--- src/rtl/cp_flag_servicer.sv ---
// ---------------------------------------------------------------------------
// cp_flag_servicer
// Consumer side of a bank of set/clear request-flag latches. Picks one pending
// flag by round-robin and hands it to a service agent over a req/ack
// handshake. Once the agent accepts, it sends a single-cycle clear pulse back
// to that channel's latch and then checks that the flag has actually dropped.
//
// Ports
//   sys_clk  : single system clock, rising edge
//   reset_n  : synchronous active-low reset
//   enable   : permits a new pick while idle
//   flag     : level outputs of the set/clear latches
//   clear    : registered one-hot clear pulse to the latches
//   svc_req  : registered service request to the agent
//   svc_id   : channel being serviced, valid while svc_req is high
//   svc_ack  : agent acceptance, only looked at while requesting
//   busy     : high in every state except idle
//   err      : sticky, a flag failed to drop within TIMEOUT cycles
//   err_clr  : clears err, takes priority over a same-cycle error
// ---------------------------------------------------------------------------
module cp_flag_servicer #(
  parameter int CHANNELS = 4,
  parameter int IDW      = 2,
  parameter int TIMEOUT  = 15
) (
  input  logic                sys_clk,
  input  logic                reset_n,
  input  logic                enable,
  input  logic [CHANNELS-1:0] flag,
  output logic [CHANNELS-1:0] clear,
  output logic                svc_req,
  output logic [IDW-1:0]      svc_id,
  input  logic                svc_ack,
  output logic                busy,
  output logic                err,
  input  logic                err_clr
);

  typedef enum logic [1:0] {
    S_IDLE      = 2'd0,
    S_REQ       = 2'd1,
    S_CLR       = 2'd2,
    S_WAIT_DROP = 2'd3
  } state_t;

  // The drop timer counts completed WAIT_DROP cycles; the error fires on the
  // cycle where the count has already reached TIMEOUT-1.
  localparam logic [3:0]          TO_LAST = 4'(TIMEOUT - 1);
  localparam logic [CHANNELS-1:0] ONE_HOT = {{(CHANNELS-1){1'b0}}, 1'b1};

  state_t                state_r,   state_nxt_s;
  logic [IDW-1:0]        last_r,    last_nxt_s;
  logic [IDW-1:0]        svc_id_r,  svc_id_nxt_s;
  logic                  svc_req_r, svc_req_nxt_s;
  logic [CHANNELS-1:0]   clear_r,   clear_nxt_s;
  logic                  busy_r,    busy_nxt_s;
  logic                  err_r,     err_nxt_s;
  logic [3:0]            cnt_r,     cnt_nxt_s;
  logic                  err_set_s;
  logic                  found_s;
  logic [IDW-1:0]        pick_s;

  // Round-robin search beginning one above the last serviced channel.
  always_comb begin
    logic [IDW-1:0] idx_v;
    logic           hit_v;
    found_s = 1'b0;
    pick_s  = {IDW{1'b0}};
    idx_v   = {IDW{1'b0}};
    hit_v   = 1'b0;
    for (int i = 1; i <= CHANNELS; i++) begin
      idx_v   = IDW'((int'(last_r) + i) % CHANNELS);
      hit_v   = flag[idx_v] & ~found_s;
      pick_s  = hit_v ? idx_v : pick_s;
      found_s = found_s | hit_v;
    end
  end

  // Next-state and next-output decode for the service sequence.
  always_comb begin
    state_nxt_s   = state_r;
    last_nxt_s    = last_r;
    svc_id_nxt_s  = svc_id_r;
    svc_req_nxt_s = svc_req_r;
    clear_nxt_s   = {CHANNELS{1'b0}};
    cnt_nxt_s     = cnt_r;
    err_set_s     = 1'b0;
    case (state_r)
      S_IDLE: begin
        if (enable && found_s) begin
          state_nxt_s   = S_REQ;
          svc_req_nxt_s = 1'b1;
          svc_id_nxt_s  = pick_s;
        end else begin
          state_nxt_s   = S_IDLE;
        end
      end
      S_REQ: begin
        if (svc_ack) begin
          state_nxt_s   = S_CLR;
          svc_req_nxt_s = 1'b0;
          clear_nxt_s   = ONE_HOT << svc_id_r;
        end else begin
          state_nxt_s   = S_REQ;
        end
      end
      S_CLR: begin
        state_nxt_s = S_WAIT_DROP;
        cnt_nxt_s   = 4'd0;
      end
      S_WAIT_DROP: begin
        if (!flag[svc_id_r]) begin
          state_nxt_s = S_IDLE;
          last_nxt_s  = svc_id_r;
        end else if (cnt_r == TO_LAST) begin
          state_nxt_s = S_IDLE;
          last_nxt_s  = svc_id_r;
          err_set_s   = 1'b1;
        end else begin
          cnt_nxt_s   = cnt_r + 4'd1;
        end
      end
      default: begin
        state_nxt_s   = S_IDLE;
        svc_req_nxt_s = 1'b0;
      end
    endcase
    // A clear request in the same cycle beats a new error.
    err_nxt_s  = err_clr ? 1'b0 : (err_r | err_set_s);
    busy_nxt_s = (state_nxt_s != S_IDLE);
  end

  // State and registered outputs; reset is synchronous.
  always_ff @(posedge sys_clk) begin
    if (!reset_n) begin
      state_r   <= S_IDLE;
      last_r    <= IDW'(CHANNELS - 1);
      svc_id_r  <= {IDW{1'b0}};
      svc_req_r <= 1'b0;
      clear_r   <= {CHANNELS{1'b0}};
      busy_r    <= 1'b0;
      err_r     <= 1'b0;
      cnt_r     <= 4'd0;
    end else begin
      state_r   <= state_nxt_s;
      last_r    <= last_nxt_s;
      svc_id_r  <= svc_id_nxt_s;
      svc_req_r <= svc_req_nxt_s;
      clear_r   <= clear_nxt_s;
      busy_r    <= busy_nxt_s;
      err_r     <= err_nxt_s;
      cnt_r     <= cnt_nxt_s;
    end
  end

  assign clear   = clear_r;
  assign svc_req = svc_req_r;
  assign svc_id  = svc_id_r;
  assign busy    = busy_r;
  assign err     = err_r;

endmodule

--- config.mk ---
export PLATFORM = sky130hd
export DESIGN_NAME = cp_flag_servicer
export DESIGN_NICKNAME = d
export VERILOG_FILES = /design/src/rtl/cp_flag_servicer.sv
export SDC_FILE = /design/constraint.sdc
export NUM_CORES = 1
export LEC_CHECK = 0
export BUFFER_PORTS_ARGS = -buffer_cell sky130_fd_sc_hd__buf_2
export CAP_MARGIN = 30
export CORE_MARGIN = 3
export CORE_UTILIZATION = 45
export DETAILED_ROUTE_END_ITERATION = 8
export GPL_ROUTABILITY_DRIVEN = 0
export PLACE_DENSITY = 0.76
export SLEW_MARGIN = 20
export SYNTH_ARGS = -nofsm -noshare
export SYNTH_HDL_FRONTEND = slang
export SYNTH_SLANG_ARGS = --single-unit
--- constraint.sdc ---
create_clock -name sys_clk -period 2 [get_ports sys_clk]
set_input_delay 0.2 -clock sys_clk [delete_from_list [all_inputs] [get_ports sys_clk]]
set_output_delay 0.2 -clock sys_clk [all_outputs]
set_load 0.01 [all_outputs]
### Yosys cells after proc, flatten, opt, wreduce, memory -nomap -nowiden

Cells that the tools add are included.
W data, S select, Z words.

| word-level totals | value |
|---|---|
| memory bits (read-only) | 0 |
| bits in writable memories | 0 |
| memories | 0 |
| output and inout bits | 9 |
| bits in registers | 17 |
| bits of input ports | 9 |
| latch bits | 0 |

| operators by class | value |
|---|---|
| shift-type cells | 1 |
| divide/modulo/power cells | 0 |
| equal/unequal tests | 9 |
| muxes and demuxes | 30 |
| multipliers | 0 |
| $lt $le $gt $ge | 5 |
| add/sub/neg operators | 5 |
| bitwise gates (word level) | 11 |
| reductions and logical operators | 11 |

Operators by type and width:

| operator | number |
|---|---|
| $mux W2 | 9 |
| $lt A2 B3 Y1 const B | 5 |
| $mux W1 | 11 |
| $bmux W1 S2 | 5 |
| $reduce_and A3 Y1 | 3 |
| $mux W4 | 2 |
| $ne A2 B2 Y1 const B | 4 |
| $pmux W2 S4 | 1 |
| $pmux W4 S2 | 1 |
| $reduce_bool A2 Y1 | 3 |
| $add A2 B1 Y2 const B | 2 |
| $add A2 B2 Y2 const B | 2 |
| $add A4 B1 Y4 const B | 1 |
| $eq A2 B2 Y1 const B | 2 |
| $eq A4 B4 Y1 const B | 1 |
| $not A1 Y1 | 4 |
| $or A1 B1 Y1 | 4 |
| $reduce_and A2 Y1 | 2 |
| $shl A1 B2 Y4 const A | 1 |
| $and A1 B1 Y1 | 3 |
| $eq A2 B1 Y1 const B | 1 |
| $logic_not A2 Y1 | 1 |
| $ne A2 B1 Y1 const B | 1 |
| $pmux W1 S2 | 1 |
| other kinds (2) | 2 |

### Logic depth before layout (Yosys ltp)

Gate-level depths: netlist of the first run.

| logic depth | value |
|---|---|
| depth after elaboration | 16 |
| gate-level depth with buffers | 6 |
| depth with buffers taken out | 6 |

### Worst setup path after synthesis of the first run

No wires, ideal clock.

| timing path | value |
|---|---|
| path kind | reg2reg |
| start point | register svc_id_r[1] (netlist: svc_id[1]) |
| end point | register last_r[1] |
| cell stages (with the launch flop) | 5 |
| arrival time | 1.567 ns |
| clock period less this slack | 1.694 ns |
| required time | 1.873 ns |
| setup time | 0.127 ns |
| setup slack | 0.306 ns |
| buffers on the path | 0 |
| cell sequence | dfxtp_1 -> mux4_2 -> a21oi_2 -> mux2i_1 -> nand2_1 |

| between the ends | value |
|---|---|
| longest elaborated chain between the ends | 4 |

RTL lines:

| what | RTL line | source |
|---|---|---|
| start: declaration | 53 | `logic [IDW-1:0] svc_id_r, svc_id_nxt_s;` |
| start signal: assignment | 138 | `svc_id_r <= {IDW{1'b0}};` |
| start signal: assignment | 147 | `svc_id_r <= svc_id_nxt_s;` |
| $bmux W1 S2 | 112 | `if (!flag[svc_id_r]) begin` |
| $mux W1 (implied by the code) | 112 |  |
| $ne A2 B1 Y1 (no line) | -- |  |
| $reduce_and A2 Y1 (no line) | -- |  |
| end signal: assignment | 137 | `last_r <= IDW'(CHANNELS - 1);` |
| end signal: assignment | 146 | `last_r <= last_nxt_s;` |
| end: declaration | 52 | `logic [IDW-1:0] last_r, last_nxt_s;` |

Several ways; a longest one is shown, not always the timed one. The select of a mux whose other input is x is not followed.
A chain may end at the register's enable or synchronous reset.

### Final worst setup path of the first run

Ends and elaborated chain as after synthesis.

==> results of run 1 <==
[cell type report]
class | instances | area, um^2 | share of cell area
Multi-Input combinational cell | 64 | 409 | 0.454
Inverter | 5 | 18.8 | 0.0208
Tap cell | 16 | 20.0 | 0.0222
Sequential cell | 17 | 340 | 0.378
Timing Repair Buffer | 17 | 85.1 | 0.0944
Clock inverter | 1 | 5.00 | 0.00556
Clock buffer | 3 | 22.5 | 0.0250
[cells in the final DEF (no fill, tap or decap)]
cell type,count
or4_1,1
mux4_2,1
nor4_1,2
o221ai_1,1
clkinv_2,1
nor4b_2,1
nand2b_1,3
a31oi_1,2
buf_2,17
a211oi_1,1
dfxtp_1,17
nor3_1,3
nand2_1,8
o311ai_1,1
nand3_1,5
or3_1,1
nand3b_1,1
o31ai_1,1
a21oi_1,6
o22a_1,1
and3_2,1
and3_1,1
inv_1,4
a31o_2,1
nand2_4,1
a221oi_1,1
nor2_1,11
o21a_1,1
clkbuf_4,3
or2b_1,1
a21oi_2,1
ha_1,2
clkinv_1,1
nand4_1,1
mux2i_1,2
o22ai_1,1
[cell families after synthesis]
logic type | after synthesis | synth area share
adders and majority gates | 2 | 0.0321
and+or+nand+nor | 41 | 0.279
DFF | 17 | 0.437
buffers and inverters | 8 | 0.0385
AOI/OAI and AO/OA | 18 | 0.159
muxes | 3 | 0.0546
[power breakdown]
part           switching, W  internal (W)   total, W  leakage [nW]
clock              0.000107     0.0000743   0.000182        0.0177
sequential        0.0000220      0.000353   0.000375         0.138
combinational     0.0000522     0.0000392  0.0000914         0.219
[flip-flops by register name, indices dropped and copies added, names as in the netlist]
register  cells
busy          1
state_r       2
err           1
svc_req       1
last_r        2
svc_id        2
cnt_r         4
clear         4
[metrics by stage]
| step | worst slack [ns] | area (um^2) | cells | hold WS, ns | util |
|---|---|---|---|---|---|
| 2_1_floorplan | 0.306 | 779 | 89 | 0.277 | - |
| 3_3_place_gp | 0.301 | 873 | 119 | 0.365 | 0.554 |
| 3_5_place_dp | 0.237 | 873 | 119 | 0.368 | 0.554 |
| 6_report | 0.188 | 901 | 123 | 0.0634 | 0.571 |
| 5_1_grt | 0.109 | 901 | 123 | 0.0548 | 0.571 |
| 4_1_cts | 0.221 | 901 | 123 | 0.0616 | 0.571 |
[metal layers]
layer | up-vias | GRT usage | part of all wire
met2 | 34 | 0.238 | 0.46
met3 | 4 | 0.0226 | 0.062
li1 | 363 | - | -
met4 | 0 | 0.0968 | 0.017
met5 | - | 0 | 0
met1 | 330 | 0.221 | 0.46
[path summary, 6_finish.rpt]
| kind | from | endpoint | slack [ns] |
|---|---|---|---|
| setup / recovery | svc_id[1] | last_r[1] | 0.19 |
| hold / removal | err_clr | err | 0.06 |
| setup reg to reg | svc_id[1] | last_r[1] | 0.19 |
| hold reg to reg | cnt_r[1] | cnt_r[1] | 0.52 |
[critical path: cells and delay by family, from the launching register on]
kind / cells / cell delay, ns
simple gates: 1 / 0.07
compound gates: 1 / 0.28
mux: 2 / 0.86
flops: 1 / 0.48
==> qor.yml, run 1 <==
yosysUniqueCellTypes: 34
p_total_w: 0.000648
dieArea_um2: 2270
timing.setup.tns_ns: 0
root_buffer: "clkbuf_4"
drt_iter0_drc: 35
drive_gt1_frac: 0.252
antenna_found_initial: 0
vias: 731
antennaDiodeCount: 0
synth_top_area_frac: 0.437
setup_viol: 0
synthCells: 89
max_freq_mhz: 552
clock_path_buffers: 2
worst_pin_slew_ns: 0.624
clk_pin_slew_ns: 0.10
vias_per_cell: 5.94
synth_common_cells: "dfxtp_1, nor2_1, nand2_1, a21oi_1, nand3_1"
synth_top_area_cell: "dfxtp_1"
async_flop_share: 0
n_fill_cell: 146
port_buffers: 17
slew_headroom: 0.583
synth_warnings: 0
crit_required_ns: 2.19
crit_slowest_cell: "mux4_2"
cts_setup_buffers: 0
synth-seq-cells: 17
h-tree-depth: 1
core_area_um2: 1580
cts_tree: "built"
endpoint_kind: "flip-flop"
initial_core_util: 0.494
remaining_drc_errors: 0
grt_usage: 0.161
leakagePower_nw: 0.375
antenna_left: 0
grt_pass1_wl_mm: 2.55
holdBufCountCts: 0
vdd_ir_drop_max_v: 0.000403
ios: 18
cp_max_fo: 8
synthToLayoutAreaGrowth_pct: 15.6
synth.most_common_cell: "dfxtp_1"
layout_worst_path_cycle_share: 0.906
cp.arrival_ns: 2.00
synth-edff-count: 0
nets: 119
first_global_vias: 596
crit_chain: "mux4_2 > a21oi_2 > mux2i_1 > nand2_1"
period_needed_ns: 1.81
grt_overflow_total: 0
hold_viol: 0
critical_path_class: "reg -> reg"
maxCapViolations: 0
hold_path.class: "in -> reg"
synth_fp_nets: 100
cts.sinks: 17
first_pass_iters: 4
wl_per_cell_um: 13.7
num_rows: 14
grt_max_degree: 13
syn_area_um2: 779
clock_latency_ns: 0.29
syn_avg_cell_area_um2: 8.76
rsz0062_at_grt: "false"
synth_area_leaders: "dfxtp_1, nor2_1, a21oi_1, nand2_1, ha_1"
critPathLaunchType: "flip-flop"
dp_hpwl_mm: 1.20
ff2ff_path_depth: 4
skew_ns: 0.00774
min_path_cells: 2
seq_area_frac_synth: 0.437
die_w_um: 47.6
cts-resized-gates: 0
yosys_most_used_dff: "dfxtp_1"
die_height_um: 47.6
wirelength_mm: 1.68
slew_violations: 0
cpPeakStageDelay_ns: 0.65
power_density_nw_per_um2: 720
outcome: "finished, final reports clean"
cts_buffers: 3
No activity file was read; power rests on OpenSTA's default activity.
==> run 2: changes to the inputs <==
GPL_TIMING_DRIVEN = 0   (was default)
clock period = 2.35 ns   (was 2 ns; I/O delays follow)
==> run 2 against run 1 <==
Effect of this change:
- final cell count is 1.6% higher
- largest cell class unchanged
- largest power group unchanged
- critical path depth unchanged
- sequential cell count is the same
- highest routed layer unchanged
- via count is 2.1% lower
- global-route usage shrank 1.2 points
==> qor.yml, run 2 (synthesized netlist as in run 1, its figures left out) <==
cts_tree: "built"
worst_pin_slew_ns: 0.611  # -0.0135 ns
drive_gt1_frac: 0.239  # -0.0138
grt_overflow_total: 0  # unchanged
antenna_left: 0  # unchanged
antennaDiodeCount: 0  # unchanged
timing.setup.tns_ns: 0  # unchanged
critPathLaunchType: "flip-flop"
drt_iter0_drc: 15  # -57%
remaining_drc_errors: 0  # unchanged
clock_path_buffers: 2  # unchanged
crit_slowest_cell: "mux4_2"
grt_max_degree: 11  # -2
leakagePower_nw: 0.375  # -0.10%
first_global_vias: 532  # -11%
port_buffers: 16  # -1
skew_ns: 0.000751  # -0.00699 ns
slew_violations: 0  # unchanged
mostFrequentLayoutCell: "dfxtp_1"
h-tree-depth: 1  # unchanged
ff_latch_area_um2: 340  # unchanged
cts_setup_buffers: 0  # unchanged
first_pass_iters: 4  # unchanged
cp_max_fo: 8  # unchanged
period_needed_ns: 1.81  # -0.00453 ns
n_fill_cell: 140  # -4.1%
core_area_um2: 1580  # unchanged
grt_usage: 0.150  # -0.0115
critical_path_class: "reg -> reg"
ff2ff_path_depth: 4  # unchanged
dieArea_um2: 2270  # unchanged
clk_pin_slew_ns: 0.10  # about the same
mostFrequentLayoutCells: "dfxtp_1, buf_2, nor2_1"
fin_ws_ns: 0.543  # +0.355 ns
slew_headroom: 0.592  # +0.00901
min_to: "err"
num_rows: 14  # unchanged
crit_required_ns: 2.53  # +0.34 ns
grt_pass1_wl_mm: 2.31  # -9.2%
cp.arrival_ns: 1.99  # about the same
cts_buffers: 3  # unchanged
critPathTopFamily: "multiplexers"
nets: 121  # +1.7%
rsz0062_at_grt: "false"
max_freq_mhz: 553  # +0.25%
ios: 18  # unchanged
maxCapViolations: 0  # unchanged
wl_per_cell_um: 12.0  # -12%
hold_path.class: "in -> reg"
r2r-end: "last_r[1]"
die_w_um: 47.6  # unchanged
p_total_w: 0.000551  # -15%
layout_worst_path_cycle_share: 0.769  # -0.137
utilization: 0.575  # +0.00397
initial_core_util: 0.494  # unchanged
clock_latency_ns: 0.29  # about the same
cts.sinks: 17  # unchanged
vias_per_cell: 5.73  # -3.6%
crit_chain: "mux4_2 > a21oi_2 > mux2i_1 > nand2_1"
wirelength_mm: 1.50  # -11%
setup_viol: 0  # unchanged
synthToLayoutAreaGrowth_pct: 16.4
hold_viol: 0  # unchanged
dp_slack_ns: 0.547  # +0.310 ns
root_buffer: "clkbuf_4"
power_density_nw_per_um2: 607  # -16%
die_height_um: 47.6  # unchanged
vdd_ir_drop_max_v: 0.000333  # -17%
vias: 716  # -2.1%
r2r_start: "svc_id[1]"
holdBufCountCts: 0  # unchanged
antenna_found_initial: 0  # unchanged
r2r_slack_ns: 0.54  # +0.35 ns
cts-resized-gates: 0  # unchanged
outcome: "finished, final reports clean"
hp-start: "err_clr"
min_path_cells: 2  # unchanged
multiInputGateArea_um2: 409  # unchanged
dp_hpwl_mm: 1.15  # -3.9%
endpoint_kind: "flip-flop"
critical_path_buf_inv_count: 0  # unchanged
cpPeakStageDelay_ns: 0.65  # about the same
## run 2: cell count changes in the layout (fill, tap and decap cells not counted)
cell / delta
buf_2: -1
clkbuf_1: +3
## run 2: power breakdown
group | total [W] | internal, W | switching [W]
Sequential | 0.000310 | 0.000301 | 0.00000983
Combinational | 0.0000857 | 0.0000345 | 0.0000512
Clock | 0.000155 | 0.0000633 | 0.0000913
Total | 0.000551 | 0.000398 | 0.000152
## run 2: per-layer routing
metal	routed length, um	GRT usage
met1	736	0.205
met2	679	0.209
met3	55	0.0451
met4	27	0.0806
met5	0	0
## run 2: layout make-up
class,instances,area share
buffer,3,0.0124
clock buffer,3,0.0248
clock inverter,1,0.00552
inverter,5,0.0207
multi-input combinational,64,0.451
sequential,17,0.375
tap,16,0.0221
timing repair buffer,16,0.0883
## run 2: worst max-delay path by stage
stage                     cells after the start       from         to
after CTS                                     4  svc_id[1]  last_r[0]
after global routing                          4  svc_id[1]  last_r[0]
after global placement                        4  svc_id[1]  last_r[1]
after floorplan                               4  svc_id[1]  last_r[1]
after detailed placement                      4  svc_id[1]  last_r[0]
final                                         4  svc_id[1]  last_r[1]
## run 2: metrics by stage
| stage | instances | instance area, um^2 | hold WS [ns] |
|---|---|---|---|
| 3_3_place_gp | 121 | 880 | 0.401 |
| 2_1_floorplan | 89 | 779 | 0.312 |
| 3_5_place_dp | 121 | 880 | 0.405 |
| 5_1_grt | 125 | 907 | 0.0810 |
| 4_1_cts | 125 | 907 | 0.0862 |
| 6_report | 125 | 907 | 0.0940 |
==> run 3: changes to the inputs <==
PLACE_DENSITY = 0.78   (was 0.76)
clock period = 1.5 ns   (was 2.35 ns; I/O delays follow)
==> run 3 against run 2 <==
Effect of this change:
- the run now ends with negative setup slack left
- clock skew is 0.0025 ns higher
- largest cell class unchanged
- critical path type unchanged
- maximum frequency is 15% higher
- register-to-register slack worse by 0.62 ns
- sequential cell count stayed put
- largest power group unchanged
- critical endpoint is now cnt_r[1]
- critical path depth is 2 higher
- combinational power is 90% higher
==> qor.yml, run 3 (synthesized netlist as in run 1, its figures left out) <==
leakagePower_nw: 0.415  # +11%
final_area_um2: 1010  # +12%
grt_max_degree: 11  # unchanged
r2r_slack_ns: -0.08  # -0.62 ns
hold_path.class: "in -> reg"
cp_max_fo: 4  # -4
r2r_start: "svc_id[1]"
clock_path_buffers: 2  # unchanged
hold_viol: 0  # unchanged
clk_pin_slew_ns: 0.10  # about the same
hp-start: "err_clr"
dieArea_um2: 2270  # unchanged
die_height_um: 47.6  # unchanged
skew_ns: 0.00320  # +0.00245 ns
antenna_left: 0  # unchanged
remaining_drc_errors: 0  # unchanged
endpoint_kind: "flip-flop"
crit_required_ns: 1.72  # -0.81 ns
n_fill_cell: 134  # -4.3%
core_area_um2: 1580  # unchanged
combinationalPowerShare: 0.183  # +0.027
post_dp_cell_area_um2: 891  # +1.3%
power_density_nw_per_um2: 880  # +45%
ff2ff_path_depth: 6  # +2
outcome: "finished with violations"
wl_per_cell_um: 14.0  # +16%
first_pass_iters: 4  # unchanged
vias_per_cell: 5.81  # +1.4%
cts.sinks: 17  # unchanged
intPower_w: 0.000639  # +60%
failed_checks: "negative setup slack"
critical_path_class: "reg -> reg"
min_to: "err"
antenna_found_initial: 0  # unchanged
timing.setup.tns_ns: -0.433  # -0.433 ns
worst_pin_slew_ns: 0.657  # +0.0467 ns
grt_overflow_total: 0  # unchanged
grt_pass1_wl_mm: 2.99  # +30%
initial_core_util: 0.494  # unchanged
drive_gt1_frac: 0.362  # +0.124
synthToLayoutAreaGrowth_pct: 30.0
cts_tree: "built"
vias: 767  # +7.1%
wirelength_mm: 1.84  # +23%
period_needed_ns: 1.58  # -0.230 ns
h-tree-depth: 1  # unchanged
root_buffer: "clkbuf_4"
min_path_cells: 2  # unchanged
seqPwrFrac: 0.544  # -0.020
cts_buffers: 3  # unchanged
vdd_ir_drop_max_v: 0.000575  # +73%
critPathLaunchType: "flip-flop"
switching_power_w: 0.000253  # +66%
num_rows: 14  # unchanged
ios: 18  # unchanged
first_global_vias: 700  # +32%
layout_worst_path_cycle_share: 1.05  # +0.283
swShare: 0.284  # +0.00711
dp_slack_ns: -0.178  # -0.725 ns
p_clk_frac: 0.272  # -0.009
rsz0062_at_grt: "true"
drt_iter0_drc: 34  # +19
setup_viol: 10  # +10
slew_violations: 0  # unchanged
cp.arrival_ns: 1.80  # -0.19 ns
nets: 128  # +5.8%
mostFrequentLayoutCell: "buf_2"
antennaDiodeCount: 0  # unchanged
maxCapViolations: 0  # unchanged
clock_latency_ns: 0.28  # about the same
die_w_um: 47.6  # unchanged
dp_hpwl_mm: 1.24  # +7.3%
mostFrequentLayoutCells: "buf_2, dfxtp_1, nor2_1"
port_buffers: 16  # unchanged
p_total_w: 0.000892  # +62%
slew_headroom: 0.561  # -0.0312
r2r-end: "cnt_r[1]"
grt_usage: 0.184  # +0.0342
max_freq_mhz: 634  # +15%
fin_ws_ns: -0.0777  # -0.620 ns
-- run 3: changes by cell type in the layout (fill, tap and decap cells not counted), sizes merged --
cell  before  now
buf       16   23
-- run 3: critical path: stages (launching register included) --
cell and delay, ns:
dfxtp_4 0.36, mux4_2 0.58, buf_4 0.17, buf_6 0.12, nand3_2 0.08, nand3_2 0.08, a21oi_2 0.12
-- run 3: final cells by class --
type	count	area, um^2	area share
multi-input combinational	64	453	0.447
tap	16	20.0	0.0198
sequential	17	347	0.342
clock inverter	1	5.00	0.00494
clock buffer	3	22.5	0.0222
timing repair buffer	23	136	0.135
inverter	5	18.8	0.0185
buffer	3	11.3	0.0111
-- run 3: timing repair --
action | CTS | global route
setup buffers | 4 | 3
endpoints found under the setup margin | 6 | 10
hold buffers | 0 | 0
resized for setup | 4 | 6
pin swaps | 1 | 2
-- run 3: routing by layer --
layer	track usage	wire length, um	vias up
li1	-	-	378
met1	0.255	820	356
met2	0.294	902	31
met3	0.0338	103	2
met4	0.0484	16	0
met5	0	0	-
-- run 3: power groups by stage --
stage,Sequential (W),Combinational (W),Clock (W)
6_report,0.000485,0.000163,0.000243
3_3_place_gp,0.000497,0.000134,0
4_1_cts,0.000486,0.000149,0.000249
3_5_place_dp,0.000498,0.000137,0
2_1_floorplan,0.000500,0.0000855,0
5_1_grt,0.000488,0.000181,0.000276
-- run 3: through the flow --
step	hold WS (ns)	std cells	utilization
after floorplan	0.227	89	-
final	0.0117	132	0.643
after detailed placement	0.321	121	0.565
after global routing	0.000599	132	0.643
after global placement	0.312	121	0.565
after CTS	0.00849	129	0.611
-- run 3: how the worst max path moves through the flow --
stage                     startpoint         to
after detailed placement   svc_id[1]  last_r[0]
after CTS                  svc_id[1]  last_r[0]
after floorplan            svc_id[1]  last_r[0]
after global routing       svc_id[1]  last_r[0]
after global placement     svc_id[1]  last_r[0]
final                      svc_id[1]   cnt_r[1]
